<file path="config.mk">
export PLATFORM = sky130hd
export DESIGN_NAME = can_fault_counters
export DESIGN_NICKNAME = d
export VERILOG_FILES = /design/src/rtl/can_fc_pkg.sv /design/src/rtl/can_err_counter.sv /design/src/rtl/can_fault_counters.sv
export SDC_FILE = /design/constraint.sdc
export NUM_CORES = 1
export LEC_CHECK = 0
export BUFFER_PORTS_ARGS = -buffer_cell sky130_fd_sc_hd__clkbuf_2
export CELL_PAD_IN_SITES_DETAIL_PLACEMENT = 0
export CELL_PAD_IN_SITES_GLOBAL_PLACEMENT = 1
export CORE_ASPECT_RATIO = 1.2
export CORE_UTILIZATION = 43
export CTS_CLUSTER_DIAMETER = 200
export DETAILED_ROUTE_END_ITERATION = 12
export GPL_TIMING_DRIVEN = 1
export MAX_ROUTING_LAYER = met4
export PLACE_DENSITY = 0.77
export SYNTH_ARGS = -nofsm -noshare
export SYNTH_HDL_FRONTEND = slang
export SYNTH_SLANG_ARGS = --single-unit
</file>
<file path="constraint.sdc">
create_clock -name i_clk -period 2.6 [get_ports i_clk]
set_clock_uncertainty 0.15 [all_clocks]
set_input_delay 0.13 -clock i_clk [delete_from_list [all_inputs] [get_ports i_clk]]
set_output_delay 0.13 -clock i_clk [all_outputs]
set_load 0.02 [all_outputs]
</file>
<file path="src/rtl/can_fc_pkg.sv">
// can_fc_pkg: fault-confinement state encodings, default thresholds and display saturation.
package can_fc_pkg;
  typedef enum logic [1:0] {
    FC_ACTIVE  = 2'b00,
    FC_PASSIVE = 2'b01,
    FC_BUSOFF  = 2'b10
  } fc_state_t;
  localparam int DEF_CNT_W      = 9;
  localparam int DEF_WARN_LVL   = 96;
  localparam int DEF_PASSIVE    = 128;
  localparam int DEF_BUSOFF     = 256;
  localparam int DEF_TX_INC     = 8;
  localparam int DEF_REC_RELOAD = 119;
  localparam int RX_INC8        = 8;
  localparam int RCV11_EXIT_CNT = 128;
  function automatic logic [7:0] sat8(input logic [31:0] v);
    return (v > 32'd255) ? 8'hFF : v[7:0];
  endfunction
endpackage

</file>
<file path="src/rtl/can_err_counter.sv">
// can_err_counter: edge-detected saturating up/down error counter with optional reload.
module can_err_counter #(
  parameter int CNT_W      = 9,
  parameter int STEP       = 8,
  parameter int INC_LIM    = 512,
  parameter bit RELOAD_EN  = 1'b0,
  parameter int RELOAD_LVL = 128,
  parameter int RELOAD_VAL = 119
) (
  input  logic             i_clk,
  input  logic             i_rst_n,
  input  logic             i_inc_step,
  input  logic             i_inc_one,
  input  logic             i_dec,
  input  logic             i_hold,
  input  logic             i_clr,
  output logic [CNT_W-1:0] o_cnt,
  output logic [CNT_W-1:0] o_cnt_nxt
);
  logic             r_flag;
  logic [CNT_W-1:0] r_cnt, w_nxt, w_up_step, w_up_one, w_down;
  logic [CNT_W:0]   w_sum_step, w_sum_one;
  logic             w_any, w_act, w_inc_ok;
  always_comb begin
    w_any      = i_inc_step | i_inc_one | i_dec;
    w_act      = w_any & ~r_flag & ~i_hold;
    w_inc_ok   = int'(r_cnt) < INC_LIM;
    w_sum_step = {1'b0, r_cnt} + (CNT_W+1)'(STEP);
    w_sum_one  = {1'b0, r_cnt} + (CNT_W+1)'(1);
    w_up_step  = w_sum_step[CNT_W] ? '1 : w_sum_step[CNT_W-1:0];
    w_up_one   = w_sum_one[CNT_W] ? '1 : w_sum_one[CNT_W-1:0];
    w_down     = (RELOAD_EN && int'(r_cnt) >= RELOAD_LVL) ? CNT_W'(RELOAD_VAL) :
                 (r_cnt != '0) ? r_cnt - CNT_W'(1) : r_cnt;
    w_nxt      = i_clr ? '0 :
                 !w_act ? r_cnt :
                 i_inc_step ? (w_inc_ok ? w_up_step : r_cnt) :
                 i_inc_one ? w_up_one : w_down;
  end
  always_ff @(posedge i_clk or negedge i_rst_n) begin
    if (!i_rst_n) begin
      r_flag <= 1'b0;
      r_cnt  <= '0;
    end else begin
      r_flag <= w_any;
      r_cnt  <= w_nxt;
    end
  end
  assign o_cnt     = r_cnt;
  assign o_cnt_nxt = w_nxt;
endmodule

</file>
<file path="src/rtl/can_fault_counters.sv">
// can_fault_counters: CAN TEC/REC fault confinement with error-active/passive/bus-off state.
// Define CAN_FC_BUSOFF_RECOVERY_EN to leave bus-off after 128 rcv11 events instead of busoff_clr.
module can_fault_counters
  import can_fc_pkg::*;
#(
  parameter int CNT_W       = DEF_CNT_W,
  parameter int WARN_LVL    = DEF_WARN_LVL,
  parameter int PASSIVE_LVL = DEF_PASSIVE,
  parameter int BUSOFF_LVL  = DEF_BUSOFF,
  parameter int TX_INC      = DEF_TX_INC,
  parameter int REC_RELOAD  = DEF_REC_RELOAD
) (
  input  logic       i_clk,
  input  logic       i_rst_n,
  input  logic       i_inc_tx8,
  input  logic       i_dec_tx,
  input  logic       i_inc_rx1,
  input  logic       i_inc_rx8,
  input  logic       i_dec_rx,
  input  logic       i_rcv11,
  input  logic       i_busoff_clr,
  output logic [7:0] o_tec_count,
  output logic [7:0] o_rec_count,
  output logic       o_warning,
  output logic [1:0] o_fc_state,
  output logic       o_busoff
);
  fc_state_t        r_state, w_state_nxt;
  logic [CNT_W-1:0] w_tec, w_tec_nxt, w_rec, w_rec_nxt;
  logic             w_hold, w_exit;
  assign w_hold = (r_state == FC_BUSOFF);
  can_err_counter #(
    .CNT_W(CNT_W), .STEP(TX_INC), .INC_LIM(BUSOFF_LVL),
    .RELOAD_EN(1'b0), .RELOAD_LVL(PASSIVE_LVL), .RELOAD_VAL(REC_RELOAD)
  ) u_tec (
    .i_clk(i_clk), .i_rst_n(i_rst_n), .i_inc_step(i_inc_tx8), .i_inc_one(1'b0),
    .i_dec(i_dec_tx), .i_hold(w_hold), .i_clr(w_exit), .o_cnt(w_tec), .o_cnt_nxt(w_tec_nxt)
  );
  can_err_counter #(
    .CNT_W(CNT_W), .STEP(RX_INC8), .INC_LIM(1 << CNT_W),
    .RELOAD_EN(1'b1), .RELOAD_LVL(PASSIVE_LVL), .RELOAD_VAL(REC_RELOAD)
  ) u_rec (
    .i_clk(i_clk), .i_rst_n(i_rst_n), .i_inc_step(i_inc_rx8), .i_inc_one(i_inc_rx1),
    .i_dec(i_dec_rx), .i_hold(w_hold), .i_clr(w_exit), .o_cnt(w_rec), .o_cnt_nxt(w_rec_nxt)
  );
`ifdef CAN_FC_BUSOFF_RECOVERY_EN
  logic       r_rcv_flag, w_rcv_edge, w_unused;
  logic [6:0] r_rcv_cnt;
  assign w_unused   = i_busoff_clr;
  assign w_rcv_edge = i_rcv11 & ~r_rcv_flag & w_hold;
  assign w_exit     = w_rcv_edge & (int'(r_rcv_cnt) == RCV11_EXIT_CNT - 1);
  // held at zero outside bus-off, so it starts fresh on every entry
  always_ff @(posedge i_clk or negedge i_rst_n) begin
    if (!i_rst_n) begin
      r_rcv_flag <= 1'b0;
      r_rcv_cnt  <= '0;
    end else begin
      r_rcv_flag <= i_rcv11;
      r_rcv_cnt  <= (!w_hold || w_exit) ? '0 : r_rcv_cnt + 7'(w_rcv_edge);
    end
  end
`else
  logic w_unused;
  assign w_unused = i_rcv11;
  assign w_exit   = w_hold & i_busoff_clr;
`endif
  always_ff @(posedge i_clk or negedge i_rst_n) begin
    if (!i_rst_n) r_state <= FC_ACTIVE;
    else          r_state <= w_state_nxt;
  end
  always_comb begin
    w_state_nxt = w_hold ? (w_exit ? FC_ACTIVE : FC_BUSOFF) :
                  (int'(w_tec_nxt) >= BUSOFF_LVL) ? FC_BUSOFF :
                  (int'(w_tec_nxt) >= PASSIVE_LVL || int'(w_rec_nxt) >= PASSIVE_LVL) ? FC_PASSIVE :
                  FC_ACTIVE;
  end
  always_comb begin
    o_tec_count = sat8(32'(w_tec));
    o_rec_count = sat8(32'(w_rec));
    o_warning   = int'(w_tec) >= WARN_LVL || int'(w_rec) >= WARN_LVL;
    o_fc_state  = r_state;
    o_busoff    = w_hold;
  end
endmodule
</file>
==> results.py, run 1 <==
metrics = {
    "sta": {
        "fmax_ghz": 0.402,
        "fin_crit_sh_pct": 95.7,
        "period_needed_ps": 2490,
        "maxSlewViolCount": 0,
        "setup_ws_ps": 111,
        "setup_tns_ps": 0,
        "setup_viol": 0,
        "max_slew_margin_pct": 57.0,
        "hold_viol_final": 0,
        "rsz0062_at_grt": "false",
        "worst_pin_slew_ps": 644,
    },
    "floorplanning": {
        "die_h_um": 77.4,
        "dieArea_um2": 5010,
        "ioPinCount": 29,
        "fp.dieW_um": 64.8,
        "core.rowCount": 27,
        "start_util_pct": 44.6,
        "fp.coreArea_um2": 4560,
    },
    "worst_setup_path": {
        "worstPathRequired_ps": 2320,
        "path_class": "reg -> out",
        "crit_buf_inv": 1,
        "worstSetupStartpointType": "flop",
        "path_cells": "ha_1 > nand3_1 > nor2b_1 > a21oi_1 > nor2_1 > or2_2 > clkbuf_2",
        "r2r-end": "o_fc_state[0]$_DFF_PN0_",
        "critical-path-top-delay-family": "simple AND/OR/NAND/NOR gates",
        "cpPeakStageDelay_ps": 470,
        "cp.depth": 7,
        "cp_data_arrival_time_ps": 2210,
        "rrSetupSlack_ps": 300,
        "reg2regPathDepth": 10,
        "cp_slowest_cell": "dfrtp_1",
        "endpoint": "o_rec_count[6]",
        "critPathCaptureType": "primary output",
        "r2r-start": "u_rec.o_cnt[0]$_DFF_PN0_",
        "cp-startpoint": "u_rec.o_cnt[4]$_DFF_PN0_",
        "worst-path-max-fanout": 8,
    },
    "drt": {
        "routedWlPerCell_um": 17.6,
        "vias": 2067,
        "drt-total-wl_um": 6030,
        "vias_per_cell": 6.03,
        "antenna_left": 0,
        "first_iter_violations": 131,
        "drc": 0,
        "firstDrtPassIters": 4,
    },
    "clock_network": {
        "cts.sinks": 22,
        "cts_tree": "yes",
        "clk_path_buf_depth": 2,
        "cts_resized": 0,
        "cts_setup_buffers": 0,
        "cts-root-buf": "clkbuf_8",
        "ctsHoldBuffers": 2,
        "cts_made_buffers": 3,
        "cts.clk_slew.worst_paths_ps": 90,
        "clock_latency_ps": 270,
        "htree_num_levels": 1,
    },
    "synthesis": {
        "synth_cells": 248,
        "avgSynthCellArea_um2": 8.20,
        "synth_top_flop_cell": "dfrtp_1",
        "yosys.area.top_type_share_pct": 27.1,
        "synth-simple-area-share_pct": 28.5,
        "synth_mux_area_share_pct": 0.492,
        "synth.distinct_cells": 66,
        "netlist_area_um2": 2030,
        "syn_nets": 267,
        "synth_top_area_cell": "dfrtp_1",
        "async_flop_share_pct": 100,
        "yosysSeqAreaShare_pct": 27.1,
        "yosys-top-cells-area": "dfrtp_1 (27%), ha_1 (6.2%), nand2_1 (4.6%)",
        "synth_warnings": 0,
        "synth_top_family_by_area": "simple AND/OR/NAND/NOR gates",
        "synthXorXnorAreaFrac_pct": 2.58,
        "synthAdderAreaFrac_pct": 6.15,
        "synth-compound-area-share_pct": 28.5,
        "ys_ff_latch": 22,
        "synth.most_common_cell": "nand2_1",
        "synth_enable_flop_cells": 0,
        "yosys-top-cells-count": "nand2_1 (25), dfrtp_1 (22), inv_1 (18), a21oi_1 (16), nor2_1 (16)",
    },
    "power": {
        "power_density_nw_per_um2": 819,
        "swShare_pct": 46.1,
        "p_int_mw": 1.06,
        "vdd_drop_max_mv": 0.402,
        "pwr-share-seq_pct": 30.6,
        "comb_power_share_pct": 52.4,
        "finalPower_mw": 1.96,
        "leakagePower_nw": 1.04,
        "p_clk_share_pct": 17.1,
        "switchingPower_uw": 903,
    },
    "cells_and_area": {
        "fin_util_pct": 52.5,
        "fillers": 453,
        "area_growth_pct": 17.7,
        "antenna_cells": 0,
        "nNetsFinal": 305,
        "fin_cells": 343,
        "drive_gt1_share_pct": 23.9,
    },
    "placed_design": {
        "dp_cells": 337,
        "dp_slack_ps": 320,
        "io_buffers": 27,
        "gp_congestion": 0.978,
        "hpwl_um": 4550,
    },
    "grt": {
        "grt_pass1_vias": 1973,
        "grt_antenna_before_repair": 0,
        "grtUsageTotal_pct": 26.5,
        "grt_max_degree": 23,
        "grt_overflow_total": 0,
        "grt_pass1_wl_um": 9820,
    },
    "run": {
        "drv_cap": 0,
    },
    "hold_path": {
        "hp-class": "in -> reg",
        "hold_depth": 2,
    },
    "outcome": {
        "status": "finished, final reports clean",
    },
}
## logic make-up (layout without fill, tap and decap cells)
logic type,after synthesis,in the layout
AND/OR/NAND/NOR,100,100
multiplexers,1,1
XOR/XNOR,6,6
AO/OA/AOI/OAI,77,77
adder cells (fa/ha/maj),10,10
flip-flops,22,22
buffers and inverters,32,69
## metrics by stage
step	hold WS, ps	instance area [um2]
global placement	33.6	2300
finish	20.0	2390
detailed placement	39.2	2300
CTS	3.99	2390
floorplan	-316	2030
global route	3.82	2390
## cell usage in the layout (no fill, tap or decap), types with 10 or more instances in the layout
cell type   n
ha_1       10
nor3_1     10
nor2_1     16
inv_1      18
a21oi_1    16
nand2_1    25
o21ai_0    11
dfrtp_1    22
clkbuf_2   27
buf_4      17
## state kept, by name, summed over array words and instances, names as in the netlist
signal / count
o_fc_state: 2
u_rec.o_cnt: 9
u_rec.r_flag: 1
u_tec.r_flag: 1
u_tec.o_cnt: 9
## per-layer routing
layer	track usage, %	wire length (um)	up-vias	share of wire [%]
li1	-	-	1004	-
met3	2.94	205	19	3.4
met4	14.4	233	0	3.9
met2	44.9	3140	66	52
met1	29.9	2440	978	41
met5	-	0	-	0
## how the worst min path moves through the flow
stage	startpoint	end	slack (ps)
5_1_grt	i_dec_rx	u_rec.r_flag$_DFF_PN0_	4
4_1_cts	i_dec_rx	u_rec.r_flag$_DFF_PN0_	4
2_1_floorplan	i_rst_n	o_fc_state[0]$_DFF_PN0_	-320
3_3_place_gp	i_rst_n	u_rec.o_cnt[5]$_DFF_PN0_	30
6_report	i_inc_tx8	u_tec.r_flag$_DFF_PN0_	20
3_5_place_dp	i_rst_n	u_rec.o_cnt[5]$_DFF_PN0_	40
## power groups by stage
stage | sequential, mW | combinational [mW] | clock [mW]
CTS | 0.596 | 1.03 | 0.345
finish | 0.599 | 1.03 | 0.335
global placement | 0.605 | 1.02 | 0
floorplan | 0.538 | 0.757 | 0
detailed placement | 0.604 | 1.02 | 0
global route | 0.620 | 1.13 | 0.352
## final cells by class
type	count	area, um2	share of cell area (%)
Sequential cell	22	551	23.0
Clock inverter	1	30.0	1.25
Tap cell	58	72.6	3.03
Clock buffer	3	41.3	1.72
Inverter	19	71.3	2.98
Timing Repair Buffer	46	283	11.8
Multi-Input combinational cell	194	1350	56.2
No activity file was read; power rests on OpenSTA's default activity.
==> run 2, diff against run 1 <==
--- a/config.mk
+++ b/config.mk
@@ -14,7 +14,7 @@
 export DETAILED_ROUTE_END_ITERATION = 12
 export GPL_TIMING_DRIVEN = 1
 export MAX_ROUTING_LAYER = met4
-export PLACE_DENSITY = 0.77
+export PLACE_DENSITY = 0.91
 export SYNTH_ARGS = -nofsm -noshare
 export SYNTH_HDL_FRONTEND = slang
 export SYNTH_SLANG_ARGS = --single-unit
==> results.py, run 2 (synthesis gave the netlist of run 1 again) <==
metrics = {
    "worst_setup_path": {
        "worstSetupStartpointType": "flop",
        "cp_data_arrival_time_ps": 2120,
        "path_class": "reg -> out",
        "worstPathRequired_ps": 2320,
        "critPathCaptureType": "primary output",
        "worst-path-max-fanout": 8,
    },
    "sta": {
        "maxSlewViolCount": 0,
        "fmax_ghz": 0.416,
        "hold_viol_final": 0,
        "worst_pin_slew_ps": 623,
        "fin_crit_sh_pct": 92.4,
        "setup_tns_ps": 0,
        "setup_viol": 0,
        "rsz0062_at_grt": "false",
        "max_slew_margin_pct": 58.1,
        "period_needed_ps": 2400,
    },
    "drt": {
        "first_iter_violations": 127,
        "vias": 2068,
        "drt-total-wl_um": 5650,
        "routedWlPerCell_um": 16.7,
        "drc": 0,
        "firstDrtPassIters": 4,
        "antenna_left": 0,
        "vias_per_cell": 6.10,
    },
    "floorplanning": {
        "dieArea_um2": 5010,
        "fp.dieW_um": 64.8,
        "core.rowCount": 27,
        "fp.coreArea_um2": 4560,
        "ioPinCount": 29,
        "start_util_pct": 44.6,
        "die_h_um": 77.4,
    },
    "clock_network": {
        "cts_setup_buffers": 0,
        "htree_num_levels": 1,
        "cts_tree": "yes",
        "cts.sinks": 22,
        "clock_latency_ps": 260,
        "cts_made_buffers": 3,
        "clk_path_buf_depth": 2,
        "cts.clk_slew.worst_paths_ps": 80,
        "cts-root-buf": "clkbuf_8",
    },
    "grt": {
        "global_route.usage.met2_pct": 43.8,
        "busiest_layer": "met2",
        "grtUsageTotal_pct": 24.1,
        "grt_util_met3_pct": 1.76,
        "grt_max_degree": 23,
        "grt_overflow_total": 0,
        "grt_pass1_vias": 1966,
        "grt_antenna_before_repair": 0,
        "grt_pass1_wl_um": 9230,
        "gr-usage-met1_pct": 27.9,
    },
    "placed_design": {
        "dp_cells": 333,
        "gp_congestion": 0.961,
        "hpwl_um": 4390,
        "io_buffers": 27,
    },
    "power": {
        "switchingPower_uw": 888,
        "vdd_drop_max_mv": 0.467,
        "p_int_mw": 1.04,
        "p_clk_share_pct": 16.5,
        "swShare_pct": 46.0,
        "comb_power_share_pct": 51.7,
        "power_density_nw_per_um2": 815,
        "pwr-share-seq_pct": 31.8,
        "leakagePower_nw": 1.02,
    },
    "cells_and_area": {
        "fin_cells": 339,
        "layout_commonest_cell": "clkbuf_2",
        "layout_common_cells": "clkbuf_2 (27), nand2_1 (25), dfrtp_1 (22)",
        "area_growth_pct": 16.4,
        "drive_gt1_share_pct": 23.1,
        "fillers": 463,
        "fin_util_pct": 51.9,
        "nNetsFinal": 301,
        "antenna_cells": 0,
    },
    "hold_path": {
        "hp-class": "in -> reg",
    },
    "outcome": {
        "status": "finished, final reports clean",
    },
    "run": {
        "drv_cap": 0,
    },
}
run 2: cell types whose count changed in the layout (fill, tap and decap cells not counted):
cell	change
a21oi_1	-1
a21oi_2	+1
buf_4	-4
run 2: cell type report:
class                   instances  area (um2)  area share [%]
clock inverters                 1        30.0            1.27
repair buffers                 42         253            10.7
inverters                      19        71.3            3.01
well taps                      58        72.6            3.06
flip-flops and latches         22         551            23.2
clock buffers                   3        41.3            1.74
multi-input cells             194        1350            57.0
run 2: repair_timing:
item	4_1_cts	5_1_grt
resized for setup	0	1
endpoints found under the hold margin	23	0
hold buffers	2	0
setup endpoints to repair	0	1
run 2: worst max-delay path, stage by stage (launching register included):
cell      delay [ps]
dfrtp_1          490
ha_1             310
nand3_1          230
nor2b_1          100
a21oi_2          230
nor2_1            80
or2_2            270
clkbuf_2         150
run 2: through the flow:
| stage | hold WS [ps] | setup WS [ps] | area, um2 | power, mW |
|---|---|---|---|---|
| 6_report | 21.2 | 198 | 2370 | 1.93 |
| 5_1_grt | 35.8 | 72.2 | 2370 | 2.08 |
| 4_1_cts | 12.8 | 143 | 2360 | 1.94 |
| 3_5_place_dp | 11.5 | 314 | 2270 | 1.60 |
| 3_3_place_gp | 21.7 | 324 | 2270 | 1.58 |
| 2_1_floorplan | -316 | 405 | 2030 | 1.30 |
run 2: final timing paths:
kind                                               start                       end  slack, ps  cells past startpoint
worst max-delay path            u_rec.o_cnt[3]$_DFF_PN0_            o_rec_count[2]        200                      7
worst min-delay path                            i_dec_rx    u_rec.r_flag$_DFF_PN0_         20                      2
worst max register to register  u_rec.o_cnt[3]$_DFF_PN0_   o_fc_state[0]$_DFF_PN0_        290                      6
worst min register to register  u_tec.o_cnt[0]$_DFF_PN0_  u_tec.o_cnt[0]$_DFF_PN0_        430                      2
max in group asynchronous                        i_rst_n  u_rec.o_cnt[5]$_DFF_PN0_       1660                      2
min in group asynchronous                        i_rst_n  u_rec.o_cnt[3]$_DFF_PN0_        250                      2
run 2: per-layer routing:
metal | part of all wire [%] | up-vias
li1 | - | 996
met1 | 41 | 1000
met2 | 54 | 64
met3 | 4.0 | 8
met4 | 1.3 | 0
met5 | 0 | -
run 2: power by group through the flow:
stage                     logic [mW]  registers, mW  clock network, mW
final                          0.999          0.614              0.318
after global routing            1.10          0.633              0.344
after CTS                      0.996          0.608              0.332
after detailed placement       0.989          0.614                  0
after global placement         0.974          0.610                  0
after floorplan                0.757          0.538                  0
==> run 3, diff against run 2 <==
--- a/config.mk
+++ b/config.mk
@@ -14,7 +14,7 @@
 export DETAILED_ROUTE_END_ITERATION = 12
 export GPL_TIMING_DRIVEN = 1
 export MAX_ROUTING_LAYER = met4
-export PLACE_DENSITY = 0.91
+export PLACE_DENSITY = 0.84
 export SYNTH_ARGS = -nofsm -noshare
 export SYNTH_HDL_FRONTEND = slang
 export SYNTH_SLANG_ARGS = --single-unit
==> results.py, run 3 (synthesis gave the netlist of run 1 again) <==
metrics = {
    "clock_network": {
        "cts-root-buf": "clkbuf_8",
        "clk_path_buf_depth": 2,
        "cts.clk_slew.worst_paths_ps": 80,
        "cts_made_buffers": 3,
        "cts_tree": "yes",
        "htree_num_levels": 1,
        "cts.sinks": 22,
        "clock_latency_ps": 260,
    },
    "hold_path": {
        "hp-class": "in -> reg",
    },
    "cells_and_area": {
        "drive_gt1_share_pct": 23.9,
        "layout_commonest_cell": "clkbuf_2",
        "layout_common_cells": "clkbuf_2 (27), nand2_1 (25), dfrtp_1 (22)",
        "fillers": 455,
        "area_growth_pct": 16.4,
        "antenna_cells": 0,
        "nNetsFinal": 305,
    },
    "floorplanning": {
        "ioPinCount": 29,
        "die_h_um": 77.4,
        "fp.coreArea_um2": 4560,
        "dieArea_um2": 5010,
        "fp.dieW_um": 64.8,
        "core.rowCount": 27,
        "start_util_pct": 44.6,
    },
    "grt": {
        "grt_max_degree": 23,
        "grtUsageTotal_pct": 24.9,
        "grt_pass1_wl_um": 9360,
        "grt_pass1_vias": 1956,
        "grt_antenna_before_repair": 0,
        "grt_overflow_total": 0,
    },
    "drt": {
        "first_iter_violations": 160,
        "drt-total-wl_um": 5740,
        "firstDrtPassIters": 4,
        "antenna_left": 0,
        "vias": 2066,
        "routedWlPerCell_um": 16.8,
        "vias_per_cell": 6.04,
        "drc": 0,
    },
    "sta": {
        "worst_pin_slew_ps": 599,
        "setup_viol": 0,
        "fin_crit_sh_pct": 92.0,
        "fmax_ghz": 0.418,
        "setup_tns_ps": 0,
        "period_needed_ps": 2390,
        "hold_slack_ps": 23.5,
        "rsz0062_at_grt": "false",
        "max_slew_margin_pct": 59.0,
        "maxSlewViolCount": 0,
        "hold_viol_final": 0,
    },
    "worst_setup_path": {
        "cp_data_arrival_time_ps": 2110,
        "critical-path-top-delay-family": "simple AND/OR/NAND/NOR gates",
        "path_cells": "nand3_1 > or2_2 > nor2_1 > ha_1 > nor2_1 > or2_2 > clkbuf_2",
        "worstPathRequired_ps": 2320,
        "critPathCaptureType": "primary output",
        "path_class": "reg -> out",
        "worst-path-max-fanout": 7,
        "worstSetupStartpointType": "flop",
        "cpPeakStageDelay_ps": 500,
        "crit_buf_inv": 1,
        "cp_slowest_cell": "dfrtp_1",
    },
    "placed_design": {
        "io_buffers": 27,
        "hpwl_um": 4460,
        "gp_congestion": 0.989,
    },
    "power": {
        "power_density_nw_per_um2": 775,
        "leakagePower_nw": 1.03,
        "vdd_drop_max_mv": 0.468,
    },
    "outcome": {
        "status": "finished, final reports clean",
    },
    "run": {
        "drv_cap": 0,
    },
}
## run 3: layout make-up
| class | count | area, um2 | share of cell area, % |
|---|---|---|---|
| sequential | 22 | 551 | 23.2 |
| inverter | 19 | 71.3 | 3.01 |
| clock buffer | 3 | 41.3 | 1.74 |
| multi-input combinational | 194 | 1350 | 57.0 |
| timing repair buffer | 46 | 283 | 11.9 |
| tap | 58 | 72.6 | 3.06 |
## run 3: per-layer routing
metal / GRT usage [%] / routed length, um / up-vias
li1: - / - / 1004
met1: 27.8 / 2390 / 997
met2: 43.9 / 3000 / 53
met3: 2.06 / 159 / 12
met4: 12.0 / 193 / 0
met5: - / 0 / -
## run 3: worst register-to-register path, cell delays in order, from the launching register on
cell     delay (ps)
dfrtp_1         380
buf_4           170
ha_1            250
nand2_1         110
nor2_1           60
ha_1            260
nor2b_1         110
o21ai_0         140
a31oi_1         200
o21ai_1         100
o311a_1         290
## run 3: through the flow
stage | setup slack, ps | std cells | total power [mW] | utilization (%) | instance area [um2]
after floorplan | 405 | 248 | 1.30 | - | 2030
after global placement | 336 | 337 | 1.61 | 50.5 | 2300
after detailed placement | 315 | 337 | 1.62 | 50.5 | 2300
after CTS | 165 | 342 | 1.85 | 51.9 | 2360
after global routing | 34.2 | 342 | 1.98 | 51.9 | 2370
final | 209 | 342 | 1.84 | 51.9 | 2370
## run 3: final timing paths
path	cells past startpoint	endpoint	from	slack (ps)
max	7	o_rec_count[2]	u_rec.o_cnt[3]$_DFF_PN0_	210
min	2	u_rec.r_flag$_DFF_PN0_	i_dec_rx	20
max reg2reg	10	o_fc_state[0]$_DFF_PN0_	u_rec.o_cnt[0]$_DFF_PN0_	280
min reg2reg	2	u_tec.o_cnt[0]$_DFF_PN0_	u_tec.o_cnt[0]$_DFF_PN0_	420
max in group asynchronous	2	u_rec.o_cnt[2]$_DFF_PN0_	i_rst_n	1630
min in group asynchronous	2	u_rec.o_cnt[5]$_DFF_PN0_	i_rst_n	260
## run 3: power by group
part / switching [mW] / leakage (nW) / internal, mW / total [mW]
combinational: 0.611 / 0.747 / 0.416 / 1.03
sequential: 0.164 / 0.262 / 0.432 / 0.596
clock: 0.109 / 0.0216 / 0.103 / 0.212
total: 0.884 / 1.03 / 0.952 / 1.84
## run 3: what timing repair did
action                                 in CTS  in global routing
setup endpoints to repair                   0                  3
setup buffers                               0                  0
hold buffers                                2                  0
endpoints found under the hold margin      23                  0
gates resized for setup                     0                  1
